<file path="config.mk">
export PLATFORM = sky130hd
export DESIGN_NAME = btn_debounce
export DESIGN_NICKNAME = d
export VERILOG_FILES = /design/src/rtl/btn_pkg.sv /design/src/rtl/debounce_chan.sv /design/src/rtl/btn_debounce.sv
export SDC_FILE = /design/constraint.sdc
export NUM_CORES = 1
export LEC_CHECK = 0
export CORE_MARGIN = 3
export CORE_UTILIZATION = 55
export CTS_CLUSTER_SIZE = 14
export DETAILED_ROUTE_END_ITERATION = 10
export HOLD_SLACK_MARGIN = 0.06
export PLACE_DENSITY = 0.75
export RECOVER_POWER = 50
export SLEW_MARGIN = 20
export SYNTH_ARGS = -nofsm -noshare
export SYNTH_HDL_FRONTEND = slang
export SYNTH_SLANG_ARGS = --single-unit
</file>
<file path="constraint.sdc">
create_clock -name clk -period 1.9 [get_ports clk]
set_clock_uncertainty 0.05 [all_clocks]
set_input_delay 0.285 -clock clk [delete_from_list [all_inputs] [get_ports clk]]
set_output_delay 0.285 -clock clk [all_outputs]
set_load 0.05 [all_outputs]
</file>
<file path="src/rtl/btn_pkg.sv">
// Shared types and helpers for the button debounce slice.
package btn_pkg;

    typedef enum logic [1:0] {
        RELEASED,
        PRESS_WAIT,
        PRESSED,
        RELEASE_WAIT
    } btn_state_t;

    // Bits needed to count 0 .. debounce_cycles-1, never less than one.
    function automatic int unsigned cnt_width(input int unsigned debounce_cycles);
        return (debounce_cycles <= 2) ? 1 : $clog2(debounce_cycles);
    endfunction

endpackage

</file>
<file path="src/rtl/debounce_chan.sv">
// One button channel: two-flop synchronizer, debounce FSM with stability counter,
// press pulse and optional release pulse (BTN_RELEASE_PULSE_EN).
module debounce_chan
    import btn_pkg::*;
#(
    parameter int unsigned DEBOUNCE_CYCLES = 1000000
) (
    input  logic clk,
    input  logic reset,
    input  logic btn_raw,
    output logic btn_level,
    output logic btn_press
`ifdef BTN_RELEASE_PULSE_EN
    ,
    output logic btn_release
`endif
);

    localparam int unsigned CW = cnt_width(DEBOUNCE_CYCLES);
    localparam logic [CW-1:0] CNT_LAST = CW'(DEBOUNCE_CYCLES - 1);

    logic          sync1;
    logic          sync2;
    btn_state_t    state;
    logic [CW-1:0] cnt;

    always_ff @(posedge clk) begin
        if (reset) begin
            sync1     <= 1'b0;
            sync2     <= 1'b0;
            state     <= RELEASED;
            cnt       <= '0;
            btn_level <= 1'b0;
            btn_press <= 1'b0;
`ifdef BTN_RELEASE_PULSE_EN
            btn_release <= 1'b0;
`endif
        end else begin
            sync1     <= btn_raw;
            sync2     <= sync1;
            btn_press <= 1'b0;
`ifdef BTN_RELEASE_PULSE_EN
            btn_release <= 1'b0;
`endif
            unique case (state)
                RELEASED: begin
                    if (sync2) begin
                        state <= PRESS_WAIT;
                        cnt   <= CW'(1);
                    end
                end
                PRESS_WAIT: begin
                    if (!sync2) begin
                        state <= RELEASED;
                        cnt   <= '0;
                    end else if (cnt == CNT_LAST) begin
                        state     <= PRESSED;
                        cnt       <= '0;
                        btn_level <= 1'b1;
                        btn_press <= 1'b1;
                    end else begin
                        cnt <= cnt + CW'(1);
                    end
                end
                PRESSED: begin
                    if (!sync2) begin
                        state <= RELEASE_WAIT;
                        cnt   <= CW'(1);
                    end
                end
                RELEASE_WAIT: begin
                    if (sync2) begin
                        state <= PRESSED;
                        cnt   <= '0;
                    end else if (cnt == CNT_LAST) begin
                        state     <= RELEASED;
                        cnt       <= '0;
                        btn_level <= 1'b0;
`ifdef BTN_RELEASE_PULSE_EN
                        btn_release <= 1'b1;
`endif
                    end else begin
                        cnt <= cnt + CW'(1);
                    end
                end
            endcase
        end
    end

endmodule

</file>
<file path="src/rtl/btn_debounce.sv">
// N_BTN independent debounce channels plus any_press reduction.
// Define BTN_RELEASE_PULSE_EN to add the btn_release pulse output.
module btn_debounce
    import btn_pkg::*;
#(
    parameter int unsigned N_BTN           = 4,
    parameter int unsigned DEBOUNCE_CYCLES = 1000000
) (
    input  logic             clk,
    input  logic             reset,
    input  logic [N_BTN-1:0] btn_raw,
    output logic [N_BTN-1:0] btn_level,
    output logic [N_BTN-1:0] btn_press,
    output logic             any_press
`ifdef BTN_RELEASE_PULSE_EN
    ,
    output logic [N_BTN-1:0] btn_release
`endif
);

    for (genvar i = 0; i < N_BTN; i++) begin : g_chan
        debounce_chan #(
            .DEBOUNCE_CYCLES(DEBOUNCE_CYCLES)
        ) u_chan (
            .clk      (clk),
            .reset    (reset),
            .btn_raw  (btn_raw[i]),
            .btn_level(btn_level[i]),
            .btn_press(btn_press[i])
`ifdef BTN_RELEASE_PULSE_EN
            ,
            .btn_release(btn_release[i])
`endif
        );
    end

    always_comb begin
        any_press = |btn_press;
    end

endmodule

</file>
# ---- Word-level counts from Yosys, hierarchy flattened
# Index checks and enable logic that the tools add are counted.
# W data, S select, Z words.
dict set report word_totals {
  elab_cells 185
  output_inout_bits 9
  ff_bits 104
}
dict set report classes {
  addsub 4
  n_eq_ne 48
  n_bitwise 8
  n_mux 76
  reduce_logical 25
}
# operator n
set ops {}
lappend ops {{$mux W20} 20}
lappend ops {{$pmux W20 S4} 4}
lappend ops {{$add A20 B1 Y20 const B} 4}
lappend ops {{$eq A20 B20 Y1 const B} 4}
lappend ops {{$mux W2} 24}
lappend ops {{$ne A2 B1 Y1 const B} 16}
lappend ops {{$pmux W2 S4} 4}
lappend ops {{$mux W1} 20}
lappend ops {{$reduce_and A5 Y1} 4}
lappend ops {{$eq A2 B2 Y1 const B} 8}
lappend ops {{$ne A2 B2 Y1 const B} 8}
lappend ops {{$reduce_and A4 Y1} 4}
lappend ops {{$ne A3 B1 Y1 const B} 4}
lappend ops {{$ne A3 B3 Y1 const B} 4}
lappend ops {{$reduce_or A3 Y1} 4}
lappend ops {{$eq A2 B1 Y1 const B} 4}
lappend ops {{$logic_not A2 Y1} 4}
lappend ops {{$not A1 Y1} 8}
lappend ops {{$pmux W1 S2} 4}
lappend ops {{$reduce_and A2 Y1} 4}
lappend ops {{$reduce_bool A2 Y1} 4}
lappend ops {{$reduce_or A4 Y1} 1}

# ---- Depth between registers and ports, before layout
dict set report logic_depth {
  ltp_word 4
  mapped_depth 8
}

# ---- Hierarchy
# A second synthesis with hierarchy kept.
dict set report unflattened {
  cells_unflattened 658
  hier_area_um2 5484.0
}
# mod area_each_um2 instances cells_per_inst
set by_module_without_submodules {}
lappend by_module_without_submodules {{debounce_chan at g_chan[0].u_chan ...} 1385.1 3 165}
lappend by_module_without_submodules {{debounce_chan at g_chan[3].u_chan} 1321.3 1 162}
lappend by_module_without_submodules {btn_debounce 7.5 1 1}

# ---- Worst setup path before layout
# No wires, ideal clock.
dict set report synth_timing {
  path_type {register -> register}
  from {register g_chan[3].u_chan.cnt[0]}
  to {register g_chan[3].u_chan.cnt[4]}
  setup_slack_ps -68
  period_less_slack_ps 1968
  setup_ps 117
  stages_incl_launch_ff 8
  t_arrival_ps 1801
  path_cell_list {dfxtp_1 -> ha_1 -> nand3_1 -> nor4bb_1 -> a21oi_1 -> buf_2 -> buf_2 -> a22o_1}
}
dict set report synth_between {
  elab_chain_len 4
  elab_cells_between_ends 6
}
# item line_no
set synth_lines {}
lappend synth_lines {{from (decl)} debounce_chan.sv:25} ;# logic [CW-1:0] cnt;
lappend synth_lines {{from (signal assigned)} debounce_chan.sv:62} ;# cnt <= cnt + CW'(1);
lappend synth_lines {{from (signal assigned)} debounce_chan.sv:83} ;# cnt <= cnt + CW'(1);
lappend synth_lines {{$add A20 B1 Y20 or $eq A20 B20 Y1 (tied branches)} --}
lappend synth_lines {{$mux W20 *} {debounce_chan.sv:56, debounce_chan.sv:75}}
lappend synth_lines {{$mux W20 (on tied branches)} {debounce_chan.sv:72, debounce_chan.sv:53}}
lappend synth_lines {{$pmux W20 S4 *} debounce_chan.sv:45} ;# unique case (state)
# Every way passes the cells marked *; elsewhere a longest branch is shown, timed or not.
# A chain may end at the register's enable or synchronous reset.

# ---- Worst setup path in the final report
dict set report layout_timing {
  from {register g_chan[0].u_chan.cnt[13]}
  to {register g_chan[0].u_chan.btn_level}
}
dict set report layout_between {
  elab_chain_len 3
  elab_cells_between_ends 4
}
# item line_no
set layout_lines {}
lappend layout_lines {{from (decl)} debounce_chan.sv:25}
lappend layout_lines {{from (signal assigned)} debounce_chan.sv:62}
lappend layout_lines {{from (signal assigned)} debounce_chan.sv:83}
lappend layout_lines {{$eq A20 B20 Y1 *} {debounce_chan.sv:56, debounce_chan.sv:75}}
lappend layout_lines {{$ne A2 B1 Y1 (no line)} --}
lappend layout_lines {{$reduce_and A5 Y1 (no line) *} --}
lappend layout_lines {{to (signal assigned)} debounce_chan.sv:33} ;# btn_level <= 1'b0;
lappend layout_lines {{to (signal assigned)} debounce_chan.sv:59} ;# btn_level <= 1'b1;
lappend layout_lines {{to (signal assigned)} debounce_chan.sv:78} ;# btn_level <= 1'b0;
lappend layout_lines {{to (decl)} debounce_chan.sv:11} ;# output logic btn_level,
# Marked as above.

==> impl_metrics.py <==
metrics = {
    "outcome": {
        "status": "complete, but fails checks",
        "violations": "negative setup slack",
    },
    "timing": {
        "clock.fmax_mhz": 501,
        "min_period_over_period_pct": 105,
        "setup_slack_ps": -97.7,
        "hold_slack_ps": 396,
        "slew_headroom_pct": 57.7,
        "worst_pin_slew_ps": 637,
        "rsz0062_at_grt": "true",
        "hold_violations": 0,
        "fin_crit_ps": 2000,
        "slew_viol_final": 0,
        "setup_viol": 27,
    },
    "floorplan": {
        "io_pins": 15,
        "die_y_um": 103,
        "core.rowCount": 34,
        "die_area_mm2": 0.0106,
        "core-area_mm2": 0.00893,
        "die_w_um": 103,
        "start_util_pct": 58.1,
    },
    "placement": {
        "placed_area_mm2": 0.00585,
        "dpl_worst_slack_ps": -420,
        "place.gp.congestion": 0.888,
        "port-buffer-count": 14,
        "dpl.hpwl_um": 8000,
    },
    "layout": {
        "num_antenna_cells": 0,
        "fin_nets": 699,
        "seq_area_mm2": 0.00210,
        "num-fill-cells": 671,
        "design_area_mm2": 0.00636,
        "areaGrowthSynthToFinish_pct": 22.5,
        "layout.cells.most_common": "dfxtp_1",
        "layout_common_cells": "95 x dfxtp_1, 81 x buf_4, 54 x nand2_1",
        "final_core_util_pct": 71.2,
        "multi_input_area_mm2": 0.00302,
        "drive_gt1_share_pct": 22.3,
    },
    "routing": {
        "drt_pre_antenna_iters": 4,
        "dr_total_vias": 4872,
        "dr.first_iter.drc_count": 192,
        "postRouteWirelength_um": 12400,
        "vias_per_cell": 6.07,
        "drc_errors": 0,
        "antenna_left": 0,
        "post_drt_wl_per_cell_um": 15.5,
    },
    "power_and_ir_drop": {
        "p_leak_nw": 2.34,
        "power.density_mw_per_mm2": 613,
        "vdd_drop_max_mv": 0.360,
    },
    "worst_setup_path": {
        "worstSetupPathType": "flip-flop to flip-flop",
        "max_stage_delay_ps": 540,
        "crit_arrival_ps": 2250,
        "path_delay_family": "simple AND/OR/NAND/NOR gates",
        "endpoint_kind": "flip-flop",
        "cp-start-kind": "flip-flop",
        "critPathSlowestCell": "or4_4",
        "path_cells": "or4_4 -> nor4_4 -> buf_4 -> nand3_4 -> or2_0 -> a31oi_1",
        "critPathRequiredTime_ps": 2150,
        "worst-path-buf-inv": 1,
        "cp_max_fo": 3,
    },
    "synth": {
        "synth_edf_count": 0,
        "synth-async-reset-ratio_pct": 0,
        "synth_ff_type": "dfxtp_1",
        "synth_cell_type_count": 60,
        "synth_nets": 621,
        "synth-seq-area-share_pct": 40.1,
        "syn_area_mm2": 0.00519,
        "ys.warnings.count": 0,
        "ys_seq_elements": 104,
        "syn_inst": 611,
        "syn_avg_cell_area_um2": 8.50,
    },
    "global_route": {
        "grt_first_pass_wirelength_um": 19400,
        "grt-ovfl-total": 0,
        "grt_pass1_vias": 4444,
        "grt_max_degree": 35,
        "track_usage_pct": 22.3,
        "antenna_found_initial": 0,
    },
    "cts": {
        "cts_hold_buf": 0,
        "clock_latency_ps": 370,
        "cts_tree": "built",
        "root_buffer": "clkbuf_8",
        "clock_sinks": 104,
        "clk_pin_slew_worst_paths_ps": 100,
        "cts_buffer_depth": 2,
        "cts.htree.levels": 3,
        "cts_buffers": 9,
    },
    "min_path": {
        "min_path_type": "flip-flop to flip-flop",
    },
    "job": {
        "maxCapViolCount": 0,
    },
}
[cell usage after synthesis, drive strengths merged (7+ instances only)]
cell type    n  share of area [%]
a41oi        7                1.2
o21ai       26                2.5
nor4         9                1.9
dfxtp      104                 40
xor2        12                2.0
nor2b       10                1.2
buf         26                3.4
or3          7               0.84
and3        14                1.7
nand2b      13                1.6
inv         13               0.94
nand3       36                3.6
mux2i       11                2.1
nor2        28                2.0
a22o        15                2.5
nand2       56                4.0
nor3        19                1.8
a31oi       44                5.3
nand4       23                2.8
a21oi       43                4.2
xnor2       10                1.7
and4         8                1.4
clkbuf      15                1.3
a21o         7                1.0
[power breakdown]
group          switching (mW)  leakage (nW)  internal (mW)
clock                   0.760        0.0948          0.682
sequential             0.0216         0.845           2.20
combinational           0.146          1.40         0.0872
[path summary, 6_finish.rpt]
kind | startpoint | endpoint | slack [ps] | cells past startpoint
worst max-delay path | g_chan[0].u_chan.cnt[13]$_SDFFE_PP0P_ | g_chan[0].u_chan.btn_level$_SDFFE_PP0P_ | -100 | 6
worst min-delay path | g_chan[1].u_chan.sync1$_SDFF_PP0_ | g_chan[1].u_chan.sync2$_SDFF_PP0_ | 400 | 1
worst max register to register | g_chan[0].u_chan.cnt[13]$_SDFFE_PP0P_ | g_chan[0].u_chan.btn_level$_SDFFE_PP0P_ | -100 | 6
worst min register to register | g_chan[1].u_chan.sync1$_SDFF_PP0_ | g_chan[1].u_chan.sync2$_SDFF_PP0_ | 400 | 1
[per-layer routing]
metal,share of wire (%),vias up,GRT usage (%)
met5,0,-,0
met4,1.3,0,6.67
met3,3.7,17,3.86
met2,49,117,38.3
met1,46,2318,28.7
li1,-,2420,-
[worst register-to-register path, cell delays in order, from the launching register on]
cell     delay (ps)
dfxtp_2         330
or4_4           540
nor4_4          350
buf_4           190
nand3_4          90
or2_0           240
a31oi_1         150
[area by class of cell]
| class | instances | share of cell area [%] |
|---|---|---|
| clock inverter | 4 | 0.826 |
| clock buffer | 12 | 2.44 |
| inverter | 13 | 0.767 |
| sequential | 104 | 33.0 |
| multi-input combinational | 454 | 47.5 |
| timing repair buffer | 107 | 13.4 |
| tap | 108 | 2.12 |
[kinds of logic after synthesis]
logic type,after synthesis,share of synthesized area [%]
adders and majority gates,4,0.964
DFF,104,40.1
xor gates and xnor gates,22,3.71
and+or+nand+nor,259,28.4
AOI/OAI and AO/OA,157,19.0
buffers and inverters,54,5.66
muxes,11,2.12
[through the flow]
| step | TNS (ps) | power [mW] | cells |
|---|---|---|---|
| after detailed placement | -5120 | 2.50 | 769 |
| after CTS | -1200 | 3.91 | 792 |
| after global placement | -3280 | 2.49 | 769 |
| after floorplan | -0.758 | 2.42 | 611 |
| final | -1040 | 3.90 | 802 |
| after global routing | -6130 | 4.03 | 802 |
[state kept, by name, indices dropped and copies added (netlist names), named ones only]
signal,cells
g_chan.u_chan.btn_level,4
g_chan.u_chan.btn_press,4
g_chan.u_chan.cnt,80
g_chan.u_chan.state,4
g_chan.u_chan.sync1,4
g_chan.u_chan.sync2,4
[what timing repair did]
item                                    CTS  global route
pin swaps                                14            15
setup buffers                             7            10
cloned                                    0             1
endpoints found under the setup margin   35            78
gates resized for setup                  20            44
(Power assumes the default switching activity.)
